**src/rtl/seg_scan.sv**
```systemverilog
// seg_scan: six-digit multiplexed seven-segment scanner for a common-anode HH:MM:SS display.
// Latency: sel/seg are registered, 1 clk behind the internal digit index; each digit is held SCAN_DIV cycles.
// Backpressure: none; the time inputs are sampled once per frame and changes between snapshots are ignored.
//
// Ports:
//   clk, rst_n        system clock, asynchronous active-low reset
//   hr, mn, sd        packed-BCD hours/minutes/seconds (tens in [7:4], units in [3:0])
//   sel[5:0]          active-low one-cold digit enables, digit 0 = leftmost (hours tens)
//   seg[7:0]          active-low segments, [7]=dp (colon), [6:0]=gfedcba
//   frame_done        one-cycle pulse on the edge where the frame wraps and a new snapshot is taken
//
// Optional build macro SEG_SCAN_LZB_EN: blank digit 0 when the snapshot hours tens nibble is zero.
module seg_scan #(
  parameter logic [15:0] SCAN_DIV = 16'd50_000
) (
  input  logic       clk,
  input  logic       rst_n,
  input  logic [7:0] hr,
  input  logic [7:0] mn,
  input  logic [7:0] sd,
  output logic [5:0] sel,
  output logic [7:0] seg,
  output logic       frame_done
);

  logic [15:0] cnt;
  logic [2:0]  idx;
  logic [7:0]  snap_hr;
  logic [7:0]  snap_mn;
  logic [7:0]  snap_sd;

  logic        tick;
  logic        frame_wrap;
  logic [3:0]  nib;
  logic [6:0]  seg7;
  logic        dp_n;
  logic        blank;
  logic [5:0]  sel_nxt;
  logic [7:0]  seg_nxt;

  assign tick       = (cnt == SCAN_DIV - 16'd1);
  assign frame_wrap = tick && (idx == 3'd5);

  // BCD to active-low gfedcba; anything above 9 shows a dash (segment g only).
  function automatic logic [6:0] bcd_to_seg(input logic [3:0] d);
    case (d)
      4'd0:    bcd_to_seg = 7'h40;
      4'd1:    bcd_to_seg = 7'h79;
      4'd2:    bcd_to_seg = 7'h24;
      4'd3:    bcd_to_seg = 7'h30;
      4'd4:    bcd_to_seg = 7'h19;
      4'd5:    bcd_to_seg = 7'h12;
      4'd6:    bcd_to_seg = 7'h02;
      4'd7:    bcd_to_seg = 7'h78;
      4'd8:    bcd_to_seg = 7'h00;
      4'd9:    bcd_to_seg = 7'h10;
      default: bcd_to_seg = 7'h3F;
    endcase
  endfunction

  always_comb begin
    nib = 4'h0;
    case (idx)
      3'd0:    nib = snap_hr[7:4];
      3'd1:    nib = snap_hr[3:0];
      3'd2:    nib = snap_mn[7:4];
      3'd3:    nib = snap_mn[3:0];
      3'd4:    nib = snap_sd[7:4];
      3'd5:    nib = snap_sd[3:0];
      default: nib = 4'h0;
    endcase
  end

  assign seg7 = bcd_to_seg(nib);

  // Colon dots sit after the hours units and minutes units digits; lit on even seconds.
  assign dp_n = !(((idx == 3'd1) || (idx == 3'd3)) && !snap_sd[0]);

`ifdef SEG_SCAN_LZB_EN
  assign blank = (idx == 3'd0) && (snap_hr[7:4] == 4'h0);
`else
  assign blank = 1'b0;
`endif

  assign sel_nxt = ~(6'b000001 << idx);
  assign seg_nxt = blank ? 8'hFF : {dp_n, seg7};

  always_ff @(posedge clk or negedge rst_n) begin
    if (!rst_n) begin
      cnt        <= 16'd0;
      idx        <= 3'd0;
      snap_hr    <= 8'h00;
      snap_mn    <= 8'h00;
      snap_sd    <= 8'h00;
      sel        <= 6'b111111;
      seg        <= 8'hFF;
      frame_done <= 1'b0;
    end else begin
      cnt <= tick ? 16'd0 : cnt + 16'd1;
      if (tick) begin
        idx <= (idx == 3'd5) ? 3'd0 : idx + 3'd1;
      end
      // Snapshot only at the frame wrap so a digit never mixes two different times.
      if (frame_wrap) begin
        snap_hr <= hr;
        snap_mn <= mn;
        snap_sd <= sd;
      end
      frame_done <= frame_wrap;
      sel        <= sel_nxt;
      seg        <= seg_nxt;
    end
  end

endmodule

```
**config.mk**
```make
export PLATFORM = sky130hd
export DESIGN_NAME = seg_scan
export DESIGN_NICKNAME = d
export VERILOG_FILES = /design/src/rtl/seg_scan.sv
export SDC_FILE = /design/constraint.sdc
export NUM_CORES = 1
export LEC_CHECK = 0
export CAP_MARGIN = 20
export CORE_ASPECT_RATIO = 1.4
export CORE_MARGIN = 1.5
export CORE_UTILIZATION = 50
export CTS_BUF_LIST = sky130_fd_sc_hd__clkbuf_8
export DETAILED_ROUTE_END_ITERATION = 12
export HOLD_SLACK_MARGIN = 0.03
export PLACE_DENSITY = 0.79
export REMOVE_ABC_BUFFERS = 1
export SYNTH_ARGS = -nofsm -noshare
export SYNTH_HDL_FRONTEND = slang
export SYNTH_SLANG_ARGS = --single-unit
```
**constraint.sdc**
```tcl
create_clock -name clk -period 2.1 [get_ports clk]
set_input_delay 0.315 -clock clk [delete_from_list [all_inputs] [get_ports clk]]
set_output_delay 0.315 -clock clk [all_outputs]
set_load 0.1 [all_outputs]
```
# Yosys cells after proc, flatten, opt, wreduce, memory -nomap -nowiden
# Memory sizes are Yosys's and may differ from the RTL's. A register that Yosys moved wholly into a read port is not among the register bits.
# Cells that the tools add are included.
# totals
ff_bits	58
latch_bits	0
ram_bits	0
romBits	112
in_bits	26
output_inout_bits	15
mem_count	1
# memory_table
name	depth	word_bits	read_ports	rd_clocked_by_memory_dff	write_ports	line	rtl
(name not given)	16	7	1	1	0	46	case (d)
# op_classes
add_sub_neg	2
n_mul	0
n_div	0
magnitude_cmp	0
n_eq_ne	6
shift	1
n_mux	3
bitwise_logic	1
reduce_logical	7
# ops
operator	n
$pmux W4 S6	1
$add A16 B1 Y16 const B	1
$eq A16 B16 Y1 const B	1
$mux W16	1
$eq A3 B2 Y1 const B	2
$eq A3 B3 Y1 const B	2
$not A6 Y6	1
$shl A1 B3 Y6 const A	1
$add A3 B1 Y3 const B	1
$eq A3 B1 Y1 const B	1
$logic_not A1 Y1	3
$logic_not A3 Y1	1
$mux W3	1
$logic_and A1 B1 Y1	2
$logic_or A1 B1 Y1	1

# Logic depth before layout (Yosys ltp)
# Gate-level depths: netlist of the first run.
# depth
word_depth	4
mapped_depth	11
ltp_nobuf	10

# Worst setup path before layout of the first run
# OpenSTA, ideal clock, no wires.
# synth_timing
kind	register to register
startpoint	reg idx[1]
endpoint	reg seg[3]
t_arrival_ns	2.008
t_required_ns	2.006
path_slack_ns	-0.002
stages_incl_launch_ff	11
period_less_slack_ns	2.102
path_cell_list	dfrtp_1 -> buf_2 -> inv_1 -> nor2_1 -> ha_1 -> a222oi_1 -> o21ai_0 -> inv_1 -> ha_1 -> mux2i_1 -> a21oi_1
# synth_between
elab_chain_len	2
word_cells_on_any_way	7
# synth_rtl
element	line	rtl
start: declaration	27	logic [2:0] idx;
start signal: assignment	101	idx <= (idx == 3'd5) ? 3'd0 : idx + 3'd1;
$eq A3 B3 Y1 (tied with other cells)	63	case (idx)
$pmux W4 S6 *	63	
end: declaration	22	output logic [7:0] seg,
# Every way passes the cells marked *; elsewhere a longest branch is shown, timed or not.
# A chain may end at the register's enable or synchronous reset.

# Worst setup path after layout of the first run
# layout_timing
startpoint	reg idx[1]
endpoint	reg seg[0]
# Same word-level chain as after synthesis.

==> results of run 1 <==
[layer usage]
metal  vias up  GRT usage  routed length (um)
met5         -          0                   0
met4         0      0.104                  87
met3         7     0.0611                 173
met2        38      0.329                2670
met1       878      0.225                1980
li1        872          -                   -
[layout by cell type (no fill, tap or decap), types with 3 or more instances in the layout]
cell / n
nand4_1: 3
dfrtp_1: 43
buf_4: 32
nand3_1: 9
nor2b_1: 3
dfstp_2: 14
inv_1: 11
clkdlybuf4s50_1: 24
mux2_2: 26
xor2_1: 5
a21oi_1: 5
nand2_1: 14
ha_1: 7
nor2_1: 22
clkbuf_8: 12
mux2i_1: 5
xnor2_1: 10
[metrics by stage]
step | setup TNS [ns] | area [um^2] | utilization | worst slack, ns | std cells
after global placement | 0 | 3200 | 0.621 | 0.175 | 332
after detailed placement | 0 | 3200 | 0.621 | 0.112 | 332
after global routing | 0 | 3400 | 0.659 | 0.0155 | 349
final | 0 | 3400 | 0.659 | 0.153 | 349
after CTS | 0 | 3400 | 0.658 | 0.0874 | 349
after floorplan | -4.57 | 2620 | - | -0.192 | 208
[power groups by stage]
stage               Combinational (mW)  Sequential (mW)  Clock (mW)
floorplan                     0.000379             1.14           0
global placement                0.0699             1.14           0
detailed placement              0.0708             1.14           0
CTS                             0.0725             1.12       0.937
global route                    0.0781             1.12       0.995
finish                          0.0699             1.12       0.910
[state kept, by name (all words and copies together), names as in the netlist]
name        flops
cnt            16
seg             8
snap_hr         8
snap_mn         8
snap_sd         8
sel             6
idx             3
frame_done      1
[worst max-delay path: cells and delay by family, from the launching register on]
kind | cells | cell delay [ns]
adders and majority gates | 2 | 0.36
AOI/OAI and AO/OA | 3 | 0.58
muxes | 1 | 0.16
and+or+nand+nor | 1 | 0.05
buffers and inverters | 2 | 0.26
DFF | 1 | 0.45
[cells by family (layout without fill, tap and decap cells)]
| kind of cell | after synthesis | after routing | share of synthesized area |
|---|---|---|---|
| compound gates | 20 | 20 | 0.0584 |
| xor+xnor | 15 | 15 | 0.0491 |
| fa+ha+maj | 7 | 7 | 0.0327 |
| buf+inv | 18 | 85 | 0.0374 |
| flops | 58 | 58 | 0.549 |
| mux | 33 | 33 | 0.141 |
| simple gates | 65 | 65 | 0.133 |
[how the worst max path moves through the flow]
stage | start | to
2_1_floorplan | idx[1]$_DFFE_PN0N_ | snap_hr[0]$_DFFE_PN0P_
3_3_place_gp | idx[1]$_DFFE_PN0N_ | seg[3]$_DFF_PN1_
3_5_place_dp | idx[1]$_DFFE_PN0N_ | seg[3]$_DFF_PN1_
4_1_cts | idx[1]$_DFFE_PN0N_ | seg[5]$_DFF_PN1_
5_1_grt | idx[1]$_DFFE_PN0N_ | seg[4]$_DFF_PN1_
6_report | idx[1]$_DFFE_PN0N_ | seg[0]$_DFF_PN1_
[cell type report]
type / count / share of cell area
Clock buffer: 12 / 0.0485
Timing Repair Buffer: 59 / 0.152
Tap cell: 66 / 0.0243
Sequential cell: 58 / 0.432
Multi-Input combinational cell: 140 / 0.327
Inverter: 10 / 0.0110
Clock inverter: 4 / 0.00515
[what timing repair did]
| action | 4_1_cts | 5_1_grt |
|---|---|---|
| resized for setup | 0 | 2 |
| setup endpoints to repair | 0 | 5 |
| hold buffers | 1 | 0 |
| endpoints found under the hold margin | 10 | 0 |
==> results.cfg, run 1 <==
[floorplanning]
die_y_um = 89.6
rows = 31
start_util = 0.519
die_w_um = 64.8
core_mm2 = 0.00516
die_area_mm2 = 0.00581
io_pins = 41

[grt]
grt_pass1_vias = 1848
track_usage = 0.196
grt_pass1_wl_um = 8340
grt_max_degree = 26
grt_overflow = 0
antenna_found_initial = 0

[layout]
final_nets = 311
multi_input_area_mm2 = 0.00111
n_fill_cell = 430
register_area_mm2 = 0.00147
drive_gt1_frac = 0.346
antenna_cells = 0
area_growth_pct = 27.1

[sta]
finalSetupViolCount = 0
fin_crit_sh = 0.927
slew_violations = 0
holdWs_ns = 0.474
final-hold-violation-count = 0
fmax_ghz = 0.514
slew_headroom = 0.679
rsz0062_at_grt = no
period_needed_ns = 1.95
finClkSkew_ns = 0.00800
tightest_slew_ns = 0.481

[yosys]
synthTopCellsByArea = dfrtp_1 41%, dfstp_2 14%, mux2_2 11%, ha_1 3.3%, xnor2_1 3.3%
netlist.area_leader.share = 0.411
avgSynthCellArea_um2 = 12.4
synth-edff-count = 0
synth_ff_type = dfrtp_1
ys_seq_elements = 58
ys_top_cells_by_count = 44 x dfrtp_1, 26 x mux2_2, 22 x nor2_1
synth_top_area_cell = dfrtp_1
syn-cell-area_mm2 = 0.00268
async_flop_share = 1.00
yosys_warnings = 0
ys_seq_area_frac = 0.549
syn_inst = 216
yosysMostFrequentCell = dfrtp_1
synth_cell_type_count = 44

[power]
vdd_drop_max_uv = 496
p_int_mw = 1.67
pwr-share-seq = 0.533
p_comb_frac = 0.033
clkPwrFrac = 0.434
power_leakage_nw = 1.58
p_per_area_mw_per_mm2 = 617
sw_frac_of_total = 0.203
power.net_switching_uw = 426
fin_total_pwr_mw = 2.10

[clock_network]
clock-sinks = 58
cts.htree.levels = 3
clk_pin_slew_ns = 0.06
cts_tree = yes
post_cts_buffers = 0
clk_latency_ns = 0.34
root_buffer = clkbuf_8
numCtsBuffers = 9
clockBufferDepth = 2

[placed_design]
io_buffers = 40
post-dp-hpwl_um = 3680
gp_congestion = 0.827

[route]
detail-route-antenna-nets = 0
drt_iter0_drc = 77
viasPerCell = 5.14
drt_first_pass_iters = 4
wl_um = 4910
via_count = 1795
wl_per_cell_um = 14.1
drc_errors = 0

[worst_setup_path]
slowest_stage = dfrtp_2
crit_top_cell = ha_1
r2r-start = idx[1]$_DFFE_PN0N_
crit_required_ns = 2.35
regToRegEndpoint = seg[0]$_DFF_PN1_
max_stage_delay_ns = 0.45
crit_fanout = 8
end_kind = flip-flop
critPathKind = reg2reg
cp_cell_sequence = inv_1 -> nor2_1 -> ha_1 -> a222oi_1 -> o21ai_0 -> buf_4 -> ha_1 -> mux2i_1 -> a21oi_1
startpoint_type = flip-flop
crit_arrival_ns = 2.20
reg2reg_setup_slack_ns = 0.15
ff2ff_path_depth = 9

[worst_hold_path]
hold_path_class = in2async

[outcome]
status = finished, final reports clean

[flow_run]
max_cap_viol_count = 0
(Power assumes the default switching activity.)
==> run 2, diff against run 1 <==
--- a/config.mk
+++ b/config.mk
@@ -12,7 +12,7 @@
 export CTS_BUF_LIST = sky130_fd_sc_hd__clkbuf_8
 export DETAILED_ROUTE_END_ITERATION = 12
 export HOLD_SLACK_MARGIN = 0.03
-export PLACE_DENSITY = 0.79
+export PLACE_DENSITY_LB_ADDON = 0.25
 export REMOVE_ABC_BUFFERS = 1
 export SYNTH_ARGS = -nofsm -noshare
 export SYNTH_HDL_FRONTEND = slang
==> run 2 against run 1 <==
Net effect:
- non-clock buffer count down 1
- register-to-register slack improved by 0.03 ns
- largest cell class unchanged
- flip-flop and latch count did not move
- worst hold slack better by 0.012 ns
- critical path type unchanged
- worst setup slack gained 0.027 ns
- power increased by 4.3%
- global-route usage down 0.81 points
- die area is the same
- sequential power is essentially flat
==> results.cfg, run 2 (synthesis gave the netlist of run 1 again) <==
[outcome]
status = finished, final reports clean

[placed_design]
dpl.cell_count = 331
gp_congestion = 0.786
io_buffers = 40
post-dp-hpwl_um = 3660

[sta]
slew_violations = 0
period_needed_ns = 1.92
rsz0062_at_grt = yes
tightest_slew_ns = 0.605
fmax_ghz = 0.521
final-hold-violation-count = 0
slew_headroom = 0.596
fin_crit_sh = 0.914
finClkSkew_ns = 0.00927
finalSetupViolCount = 0

[route]
wl_um = 4840
via_count = 1790
viasPerCell = 5.14
detail-route-antenna-nets = 0
drt_iter0_drc = 86
drt_first_pass_iters = 5
wl_per_cell_um = 13.9
drc_errors = 0

[clock_network]
clk_pin_slew_ns = 0.06
cts_tree = yes
root_buffer = clkbuf_8
cts.htree.levels = 3
clk_latency_ns = 0.33
numCtsBuffers = 9
clockBufferDepth = 2
post_cts_buffers = 0
clock-sinks = 58

[layout]
drive_gt1_frac = 0.340
n_fill_cell = 413
regMostFlops = cnt
final_cell_mix = 43 x dfrtp_1, 30 x buf_4, 26 x mux2_2, 24 x clkdlybuf4s50_1, 22 x nor2_1
final_common_cell = dfrtp_1
antenna_cells = 0
area_growth_pct = 27.7
largest_register_ffs = 16
instances_no_fill = 348
final_nets = 310

[worst_setup_path]
end_kind = flip-flop
startpoint_type = flip-flop
critPathKind = reg2reg
crit_fanout = 8
crit_required_ns = 2.33
crit_arrival_ns = 2.15

[floorplanning]
core_mm2 = 0.00516
io_pins = 41
rows = 31
die_area_mm2 = 0.00581
die_w_um = 64.8
die_y_um = 89.6
start_util = 0.519

[power]
p_per_area_mw_per_mm2 = 641
power_leakage_nw = 1.59
fin_total_pwr_mw = 2.19
vdd_drop_max_uv = 515

[flow_run]
max_cap_viol_count = 0

[grt]
grt_pass1_wl_um = 8040
grt_overflow = 0
track_usage = 0.188
grt_max_degree = 33
grt_pass1_vias = 1776
antenna_found_initial = 0

[worst_hold_path]
hold_path_class = reg2reg
[run 2: report_power, final]
group	internal [mW]	leakage [nW]	switching, mW	total, mW
Clock	0.600	0.112	0.401	1.00
Sequential	1.12	0.745	0	1.12
Combinational	0.0443	0.729	0.0264	0.0706
Total	1.76	1.59	0.427	2.19
[run 2: repair_timing]
item                                    4_1_cts  5_1_grt
hold endpoints to repair                     14        0
gates resized for setup                       0        2
hold buffers                                  1        0
endpoints found under the setup margin        0        7
[run 2: cell type report]
cell class                 count  area, um^2  share of cell area
multi-input combinational    140        1110               0.324
clock inverter                 5        47.5              0.0139
clock buffer                  11         151              0.0443
tap                           66        82.6              0.0242
timing repair buffer          58         520               0.152
sequential                    58        1470               0.430
inverter                      10        37.5              0.0110
[run 2: per-layer routing]
| metal | share of wire | global-route usage | up-vias | routed length, um |
|---|---|---|---|---|
| met1 | 0.40 | 0.207 | 869 | 1920 |
| li1 | - | - | 874 | - |
| met4 | 0.017 | 0.0870 | 0 | 81 |
| met5 | 0 | 0 | - | 0 |
| met2 | 0.54 | 0.336 | 40 | 2640 |
| met3 | 0.042 | 0.0524 | 7 | 203 |
[run 2: path summary, 6_finish.rpt]
path	to	slack [ns]	start	cells past startpoint
worst max-delay path	seg[3]$_DFF_PN1_	0.18	idx[1]$_DFFE_PN0N_	7
worst min-delay path	cnt[0]$_DFF_PN0_	0.49	cnt[0]$_DFF_PN0_	1
worst max register to register	seg[3]$_DFF_PN1_	0.18	idx[1]$_DFFE_PN0N_	7
worst min register to register	cnt[0]$_DFF_PN0_	0.49	cnt[0]$_DFF_PN0_	1
max in group asynchronous	sel[4]$_DFF_PN1_	0.93	rst_n	3
min in group asynchronous	cnt[14]$_DFF_PN0_	0.53	rst_n	2
[run 2: critical path: stages, from the launching register on]
cell and delay (ns):
dfrtp_2 0.43, mux2_2 0.35, a22oi_1 0.17, o2111ai_1 0.17, buf_4 0.19, ha_1 0.30, mux2i_1 0.14, a21oi_1 0.08
[run 2: per-stage QoR]
step	utilization	setup slack (ns)	TNS [ns]	cell area (um^2)	hold WS [ns]
after floorplan	-	-0.192	-4.57	2620	0.0194
after global placement	0.622	0.141	0	3210	0.356
after detailed placement	0.622	0.0872	0	3210	0.361
after CTS	0.662	0.0779	0	3420	0.486
after global routing	0.663	-0.0218	-0.0337	3420	0.498
final	0.663	0.180	0	3420	0.486
